`config.mk`:
```
export PLATFORM = sky130hd
export DESIGN_NAME = cpu_control_unit_flat
export DESIGN_NICKNAME = d
export VERILOG_FILES = /design/src/rtl/cpu_control_unit_if.sv /design/src/rtl/cpu_control_unit.sv /design/src/flat_wrapper.sv
export SDC_FILE = /design/constraint.sdc
export NUM_CORES = 1
export LEC_CHECK = 0
export CAP_MARGIN = 15
export CORE_ASPECT_RATIO = 1.5
export CORE_MARGIN = 4
export CORE_UTILIZATION = 40
export DETAILED_ROUTE_END_ITERATION = 8
export GPL_ROUTABILITY_DRIVEN = 0
export PLACE_DENSITY = 0.8
export SETUP_SLACK_MARGIN = 0.5
export SYNTH_ARGS = -nofsm -noshare
export SYNTH_HDL_FRONTEND = slang
export SYNTH_SLANG_ARGS = --single-unit
```
`constraint.sdc`:
```
create_clock -name clk -period 2.27 [get_ports clk]
set_input_delay 0.3405 -clock clk [delete_from_list [all_inputs] [get_ports clk]]
set_output_delay 0.3405 -clock clk [all_outputs]
set_load 0.02 [all_outputs]
```
`src/rtl/cpu_control_unit_if.sv`:
```
// Program-memory fetch port and ALU port of the accumulator CPU control unit.
// A fetch completes on a rising edge where instr_req and instr_valid are both high; instr_valid is ignored otherwise.
interface cpu_control_unit_if;
  logic       instr_req;
  logic [7:0] instr_addr;
  logic [7:0] instr_data;
  logic       instr_valid;
  logic [7:0] alu_a;
  logic [7:0] alu_b;
  logic [4:0] alu_sel;
  logic [7:0] alu_z;
  logic       alu_cout;

  modport master (
    output instr_req, instr_addr, alu_a, alu_b, alu_sel,
    input  instr_data, instr_valid, alu_z, alu_cout
  );

  modport slave (
    input  instr_req, instr_addr, alu_a, alu_b, alu_sel,
    output instr_data, instr_valid, alu_z, alu_cout
  );
endinterface

```
`src/rtl/cpu_control_unit.sv`:
```
// Control unit of an 8-bit accumulator CPU: fetches 1- or 2-byte instructions,
// drives an external ALU for one EXECUTE cycle and writes the result back to acc.
module cpu_control_unit (
  input  logic                      clk,
  input  logic                      rst_n,
  cpu_control_unit_if.master        bus,
  output logic [7:0]                acc,
  output logic                      carry_flag,
  output logic                      zero_flag,
  output logic                      halted,
  output logic [1:0]                dbg_state_o
);

  typedef enum logic [1:0] {
    FETCH_OP  = 2'd0,
    FETCH_IMM = 2'd1,
    EXECUTE   = 2'd2,
    HALT      = 2'd3
  } state_e;

  localparam logic [3:0] OP_NOP  = 4'h0;
  localparam logic [3:0] OP_ADD  = 4'h1;
  localparam logic [3:0] OP_AND  = 4'h2;
  localparam logic [3:0] OP_LDI  = 4'h3;
  localparam logic [3:0] OP_SUB  = 4'h4;
  localparam logic [3:0] OP_INC  = 4'h5;
  localparam logic [3:0] OP_ADD1 = 4'h6;
  localparam logic [3:0] OP_SUB1 = 4'h7;
  localparam logic [3:0] OP_HLT  = 4'hF;

  localparam logic [4:0] SEL_ADD    = 5'b00000;
  localparam logic [4:0] SEL_AND    = 5'b00001;
  localparam logic [4:0] SEL_PASS_A = 5'b00010;
  localparam logic [4:0] SEL_PASS_B = 5'b00011;
  localparam logic [4:0] SEL_SUB    = 5'b01100;
  localparam logic [4:0] SEL_INC    = 5'b10100;
  localparam logic [4:0] SEL_ADD1   = 5'b00100;
  localparam logic [4:0] SEL_SUB1   = 5'b01000;

  function automatic logic is_two_byte(input logic [3:0] op);
    return (op == OP_ADD) || (op == OP_AND) || (op == OP_LDI) ||
           (op == OP_SUB) || (op == OP_ADD1) || (op == OP_SUB1);
  endfunction

  function automatic logic [4:0] exec_sel(input logic [3:0] op);
    logic [4:0] sel;
    case (op)
      OP_ADD:  sel = SEL_ADD;
      OP_AND:  sel = SEL_AND;
      OP_LDI:  sel = SEL_PASS_B;
      OP_SUB:  sel = SEL_SUB;
      OP_INC:  sel = SEL_INC;
      OP_ADD1: sel = SEL_ADD1;
      OP_SUB1: sel = SEL_SUB1;
      default: sel = SEL_PASS_A;
    endcase
    return sel;
  endfunction

  state_e     state_q;
  logic [7:0] pc_q;
  logic [7:0] acc_q;
  logic [7:0] opnd_q;
  logic [3:0] op_q;
  logic       carry_q;
  logic       zero_q;
  logic       halted_q;
  logic       instr_req_q;
  logic [4:0] alu_sel_q;

  logic       fetch_done;
  logic [3:0] fetch_op;
  logic [7:0] pc_inc;

  assign fetch_done = instr_req_q && bus.instr_valid;
  assign fetch_op   = bus.instr_data[7:4];
  assign pc_inc     = pc_q + 8'd1;

  // instr_req and alu_sel are registered alongside the state so they change
  // on the same edge that enters the state they belong to.
  always_ff @(posedge clk or negedge rst_n) begin
    if (!rst_n) begin
      state_q     <= FETCH_OP;
      pc_q        <= 8'h00;
      acc_q       <= 8'h00;
      opnd_q      <= 8'h00;
      op_q        <= OP_NOP;
      carry_q     <= 1'b0;
      zero_q      <= 1'b0;
      halted_q    <= 1'b0;
      instr_req_q <= 1'b1;
      alu_sel_q   <= SEL_PASS_A;
    end else begin
      case (state_q)
        FETCH_OP: begin
          if (fetch_done) begin
            pc_q <= pc_inc;
            op_q <= fetch_op;
            if (is_two_byte(fetch_op)) begin
              state_q <= FETCH_IMM;
            end else if (fetch_op == OP_INC) begin
              state_q     <= EXECUTE;
              alu_sel_q   <= SEL_INC;
              instr_req_q <= 1'b0;
            end else if (fetch_op == OP_HLT) begin
              state_q     <= HALT;
              instr_req_q <= 1'b0;
              halted_q    <= 1'b1;
            end
          end
        end
        FETCH_IMM: begin
          if (fetch_done) begin
            pc_q        <= pc_inc;
            opnd_q      <= bus.instr_data;
            state_q     <= EXECUTE;
            alu_sel_q   <= exec_sel(op_q);
            instr_req_q <= 1'b0;
          end
        end
        EXECUTE: begin
          acc_q  <= bus.alu_z;
          zero_q <= (bus.alu_z == 8'h00);
          // LDI is a pure load and keeps the carry from the previous arithmetic op.
          if (op_q == OP_AND) begin
            carry_q <= 1'b0;
          end else if (op_q != OP_LDI) begin
            carry_q <= bus.alu_cout;
          end
          alu_sel_q   <= SEL_PASS_A;
          instr_req_q <= 1'b1;
          state_q     <= FETCH_OP;
        end
        HALT: begin
          state_q <= HALT;
        end
        default: begin
          state_q <= FETCH_OP;
        end
      endcase
    end
  end

  assign bus.instr_req  = instr_req_q;
  assign bus.instr_addr = pc_q;
  assign bus.alu_a      = acc_q;
  assign bus.alu_b      = opnd_q;
  assign bus.alu_sel    = alu_sel_q;

  assign acc         = acc_q;
  assign carry_flag  = carry_q;
  assign zero_flag   = zero_q;
  assign halted      = halted_q;
  assign dbg_state_o = state_q;

endmodule

```
`src/flat_wrapper.sv`:
```
// flat-port wrapper written by rule: the top's interface ports become plain ports
module cpu_control_unit_flat 
  (clk, rst_n, acc, carry_flag, zero_flag, halted, dbg_state_o, bus_instr_req, bus_instr_addr, bus_alu_a, bus_alu_b, bus_alu_sel, bus_instr_data, bus_instr_valid, bus_alu_z, bus_alu_cout);
  cpu_control_unit_if bus_i ();
  input  logic clk;
  input  logic rst_n;
  output logic [7:0] acc;
  output logic carry_flag;
  output logic zero_flag;
  output logic halted;
  output logic [1:0] dbg_state_o;
  output wire logic [$bits(bus_i.instr_req)-1:0] bus_instr_req;
  output wire logic [$bits(bus_i.instr_addr)-1:0] bus_instr_addr;
  output wire logic [$bits(bus_i.alu_a)-1:0] bus_alu_a;
  output wire logic [$bits(bus_i.alu_b)-1:0] bus_alu_b;
  output wire logic [$bits(bus_i.alu_sel)-1:0] bus_alu_sel;
  input wire logic [$bits(bus_i.instr_data)-1:0] bus_instr_data;
  input wire logic [$bits(bus_i.instr_valid)-1:0] bus_instr_valid;
  input wire logic [$bits(bus_i.alu_z)-1:0] bus_alu_z;
  input wire logic [$bits(bus_i.alu_cout)-1:0] bus_alu_cout;
  assign bus_instr_req = bus_i.instr_req;
  assign bus_instr_addr = bus_i.instr_addr;
  assign bus_alu_a = bus_i.alu_a;
  assign bus_alu_b = bus_i.alu_b;
  assign bus_alu_sel = bus_i.alu_sel;
  assign bus_i.instr_data = bus_instr_data;
  assign bus_i.instr_valid = bus_instr_valid;
  assign bus_i.alu_z = bus_alu_z;
  assign bus_i.alu_cout = bus_alu_cout;
  cpu_control_unit u_core (.clk(clk), .rst_n(rst_n), .bus(bus_i), .acc(acc), .carry_flag(carry_flag), .zero_flag(zero_flag), .halted(halted), .dbg_state_o(dbg_state_o));
endmodule
```
After elaboration in Yosys (flattened, before gate mapping)

Index checks and enable logic that the tools add are counted.

Register bits after elaboration: 39
Output and inout bits: 43
Logic and storage cells: 77

Add/sub/neg operators: 1
Equal/unequal tests: 25
Mux-type cells: 20
Bitwise logic cells: 2
Reduce and logical (&&, ||, !) cells: 19

Operator list:

| cell                  | number |
|---|---|
| $pmux W5 S7           | 1 |
| $eq A4 B3 Y1 const B  | 8 |
| $mux W5               | 4 |
| $eq A4 B2 Y1 const B  | 4 |
| $pmux W5 S3           | 1 |
| $reduce_and A5 Y1     | 3 |
| $mux W2               | 5 |
| $add A8 B1 Y8 const B | 1 |
| $eq A4 B1 Y1 const B  | 2 |
| $logic_not A8 Y1      | 1 |
| $pmux W2 S4           | 1 |
| $reduce_and A2 Y1     | 4 |
| $mux W1               | 7 |
| $ne A2 B1 Y1 const B  | 3 |
| $logic_or A1 B1 Y1    | 5 |
| $eq A2 B2 Y1 const B  | 2 |
| $eq A4 B4 Y1 const B  | 1 |
| $ne A4 B1 Y1 const B  | 1 |
| $ne A4 B2 Y1 const B  | 1 |
| $ne A3 B1 Y1 const B  | 1 |
| $pmux W1 S3           | 1 |
| $reduce_and A3 Y1     | 1 |
| $reduce_bool A3 Y1    | 1 |
| $eq A2 B1 Y1 const B  | 1 |
| other kinds (6)       | 7 |

Depth between registers and ports, before layout

Depth in word-level cells: 9
Depth in mapped cells: 7
Depth with buffers taken out: 6

Least setup slack after synthesis

Ideal clock, no wire load.

Kind: reg-to-reg
From: register u_core.state_q[0] (netlist: u_core.dbg_state_o[0])
To: register u_core.alu_sel_q[0] (netlist: u_core.bus.alu_sel[0])
Setup time: 0.125 ns
Data arrival time: 2.010 ns
Slack: 0.135 ns
Stages on the path, launching flop included: 7
Buffers on the path: 1
Period minus slack after synthesis: 2.135 ns
Cells stage by stage: dfrtp_1 -> inv_1 -> ha_1 -> clkbuf_2 -> or2_2 -> a221oi_4 -> mux2_2

Word-level cells in the longest chain between the ends: 3
Elaborated cells between the ends (all ways): 10
Those cells by class: 6 x eq/ne; 1 x mux; 3 x reduce/logical

RTL lines:

| what                                                        | RTL line                | source |
|---|---|---|
| from (decl)                                                 | cpu_control_unit.sv:60  | `state_e state_q;` |
| from (signal assigned)                                      | cpu_control_unit.sv:83  | `state_q <= FETCH_OP;` |
| from (signal assigned)                                      | cpu_control_unit.sv:100 | `state_q <= FETCH_IMM;` |
| from (signal assigned)                                      | cpu_control_unit.sv:102 | `state_q <= EXECUTE;` |
| $eq A2 B1 Y1, or another cell as far along                  | cpu_control_unit.sv:94  | `case (state_q)` |
| $ne A2 B1 Y1 (no source line), or another cell as far along | -                       |  |
| $reduce_and A5 Y1 (no source line)                          | -                       |  |
| to (signal assigned)                                        | cpu_control_unit.sv:117 | `alu_sel_q <= exec_sel(op_q);` |
| to (decl)                                                   | cpu_control_unit.sv:69  | `logic [4:0] alu_sel_q;` |

Several ways; a longest one is shown, not always the timed one.
A chain may end at the register's enable or synchronous reset.

Final worst setup path

From: input bus_instr_data[6]
To: register u_core.alu_sel_q[3] (netlist: u_core.bus.alu_sel[3])

Word-level cells in the longest chain between the ends: 8
Elaborated cells between the ends (all ways): 15
Those cells by class: 9 x eq/ne; 6 x reduce/logical

RTL lines:

| what                                                | RTL line               | source |
|---|---|---|
| from (decl)                                         | flat_wrapper.sv:17     | `input wire logic [$bits(bus_i.instr_data)-1:0] bus_instr_data;` |
| $eq A4 B1 Y1 / $eq A4 B2 Y1 (equally long branches) | cpu_control_unit.sv:41 | `return (op == OP_ADD) \|\| (op == OP_AND) \|\| (op == OP_LDI) \|\|` |
| $logic_or A1 B1 Y1 (3 in a row)                     | cpu_control_unit.sv:41 |  |
| $logic_or A1 B1 Y1 (2 in a row)                     | cpu_control_unit.sv:42 | `(op == OP_SUB) \|\| (op == OP_ADD1) \|\| (op == OP_SUB1);` |
| $ne A2 B2 Y1 (no source line)                       | -                      |  |
| $reduce_and A5 Y1 (no source line) *                | -                      |  |

Every way passes the cells marked *; elsewhere a longest branch is shown, timed or not.

==> key figures <==
Synth
  • Proportion of synthesized chip area in sequential cells: a little over half
  • Most frequently used flop master after synthesis: dfrtp_1
  • Post-synth top area share: 49.9%
  • Synth area leader: dfrtp_1
  • Mapped Cells: 151
  • Post-synth EDFFs: 0
  • Cell area after synthesis: 1860 sq um
  • Synth Warn #: 0
  • Synthesized area per cell: 12.3 sq um
  • Seq cells post-synth: 39
  • Post-synth cell types: 32
  • Area contributors post-synth: dfrtp_1 (50%), mux2_2 (15%), xnor2_1 (3.8%)
  • Synthesized Nets: ~180
  • Post-synthesis async set-or-reset flop share: 100%

Finish
  • Layout cells sized above 1: 27.7%
  • Commonest cells after routing, fill and taps aside: clkdlybuf4s50_1 (58), dfrtp_1 (35), mux2_2 (20)
  • Diodes inserted: 0
  • Fin nets: 244
  • Most common cell after layout, fill and taps aside: clkdlybuf4s50_1
  • Area Overhead vs Synth: 47.0%

Floorplan
  • Starting density of the core: 41.2%
  • Core Rows: 30
  • Chip height: 91.4 um
  • Chip width: 63.6 um
  • Die ar.: 5810 sq um
  • I/O pin count: 63
  • Core area: between 4000 and 5000 sq um

CTS
  • Cts bufs inserted: 5
  • Max H-tree Level: 2
  • Clock slew at reported path FFs: 0.08 ns
  • CTS sink cnt: 39
  • Clock Tree Buf Depth: 2
  • CTS tree: yes
  • CTS Hold Bufs: 0
  • CTS root buffer: clkbuf_8
  • Clk_lat worst skew: between 0.2 and 0.3 ns

Setup path
  • WP data arrival: around 2.0 ns
  • Largest fanout on the critical path: 5
  • CP Data Required Time: about 2.5 ns
  • Setup Crit Path Kind: primary input to flop
  • R2r setup slk: ~0.50 ns
  • Crit end category: flop
  • Worst Setup Start Kind: primary input

Route
  • Residual DRC: 0
  • Drt first-iter violations: 44
  • Final WL: around 4200 um
  • DR vias: 1,390
  • Drt pass-1 iters: 4
  • Antenna-violating nets left: 0
  • Drt via density: between 5 and 6
  • Post-DR wirelength/cell: 15.8 um

Place
  • Port Buffers: 62
  • HPWL Detailed: 3080 um

Pwr
  • Leak: 1.24 nW
  • Peak supply drop: 0.343 mV
  • P per Cell Area: 494 nW/um^2

Timing
  • Worst Max-Slew Pin Slew: 0.852 ns
  • Pins Over Slew Limit: 0
  • Final Setup Violations: 0
  • Final Hold Fails: 0
  • Fin crit share: 79.0%
  • Time the worst path needs with I/O delays and setup: 1.79 ns
  • Rel. slew slack: between 40% and 50%
  • Fmax: ~0.56 GHz
  • Clk_skew: 0.00632 ns
  • Unrepaired setup endpoints after global routing: yes
  • Hold_ws: 0.149 ns
  • Setup tns final: 0 ns

Worst hold path
  • Hold Crit Class: primary input to async pin

Global route
  • GRT Overall Usage: 15.0%
  • Grt ovf: 0
  • First-pass GRT wire length: 6820 um
  • Vias in the first global route: between 1,000 and 1,500
  • Antenna violations before repair: 0
  • Pin count of the biggest net entering global routing: 40

Job
  • Max Cap Violations: 0

Run status
  • Outcome: complete, no violations
## per-stage QoR
stage               setup WS, ns  area [sq um]  power (W)  utilization, %  cells
finish                     0.477          2730    0.00135            60.6    268
global route               0.460          2730    0.00139            60.6    268
CTS                        0.492          2700    0.00136            60.0    267
detailed placement         0.107          2500   0.000779            55.6    252
global placement           0.159          2500   0.000778            55.6    252
floorplan                  0.321          1890   0.000719               -    151
## registers in the layout, summed over array words and instances (netlist names)
name and flops:
u_core.acc 8, u_core.bus.alu_b 8, u_core.bus.instr_addr 8, u_core.bus.alu_sel 5
u_core.op_q 4, u_core.dbg_state_o 2, u_core.bus.instr_req 1, u_core.carry_flag 1
u_core.halted 1, u_core.zero_flag 1
## final timing paths
path                       depth (start not counted)             startpoint                     to
max                                                6      bus_instr_data[6]  u_core.bus.alu_sel[3]
min in group clk                                   2    u_core.bus.alu_b[5]    u_core.bus.alu_b[5]
min                                                1                  rst_n    u_core.bus.alu_b[1]
max reg2reg                                        6  u_core.dbg_state_o[0]  u_core.bus.alu_sel[3]
max in group asynchronous                          1                  rst_n  u_core.dbg_state_o[0]
min reg2reg                                        2    u_core.bus.alu_b[5]    u_core.bus.alu_b[5]
## critical path, cell delays in order
cell and delay (ns):
clkdlybuf4s50_1 0.49, nand2_2 0.07, or3_4 0.35, a221oi_4 0.28
buf_12 0.16, mux2_4 0.29
## cell usage after synthesis (2+ instances only)
cell / count
mux2_2: 25
inv_1: 6
xor2_1: 2
nand4_1: 3
nor4_1: 2
clkbuf_2: 2
nand3_1: 9
xnor2_1: 8
o21ai_0: 7
ha_1: 5
a32o_1: 2
dfrtp_1: 37
buf_4: 8
o21bai_1: 2
mux2i_1: 3
clkbuf_1: 2
nand2_1: 9
nor2_1: 2
dfstp_2: 2
nor2b_1: 3
## per-layer routing
layer / track usage [%] / share of wire, % / wire (um)
met3: 3.84 / 4.8 / 203
met5: 0 / 0 / 0
met2: 25.9 / 55 / 2340
met4: 8.29 / 1.5 / 65
met1: 16.3 / 38 / 1620
## layout make-up
type                       instances  area, sq um
fill                             373         1780
sequential                        39          981
multi-input combinational         93          837
timing repair buffer              74          714
clock buffer                       5         68.8
tap                               48         60.1
clock inverter                     3         43.8
inverter                           6         22.5
## power by group
group          internal [W]  switching [W]
clock network      0.000327       0.000254
registers          0.000694              0
logic             0.0000374      0.0000337
total               0.00106       0.000288
## cells by family (layout without fill, tap and decap cells)
logic type	after synthesis	after routing	synth area share (%)
flip-flops	39	39	52.7
AND/OR/NAND/NOR	32	32	9.10
XOR/XNOR	10	10	4.72
AO/OA/AOI/OAI	18	18	7.62
multiplexers	28	28	16.8
adder cells (fa/ha/maj)	5	5	3.37
buffers and inverters	19	88	5.66
## timing repair
| action | 4_1_cts | 5_1_grt |
|---|---|---|
| pin swaps | 4 | 1 |
| gates resized for setup | 6 | 4 |
| setup endpoints to repair | 20 | 11 |
| buffers inserted | 7 | 1 |
| endpoints found under the hold margin | 0 | 0 |
Power figures use the tool's default switching activity.
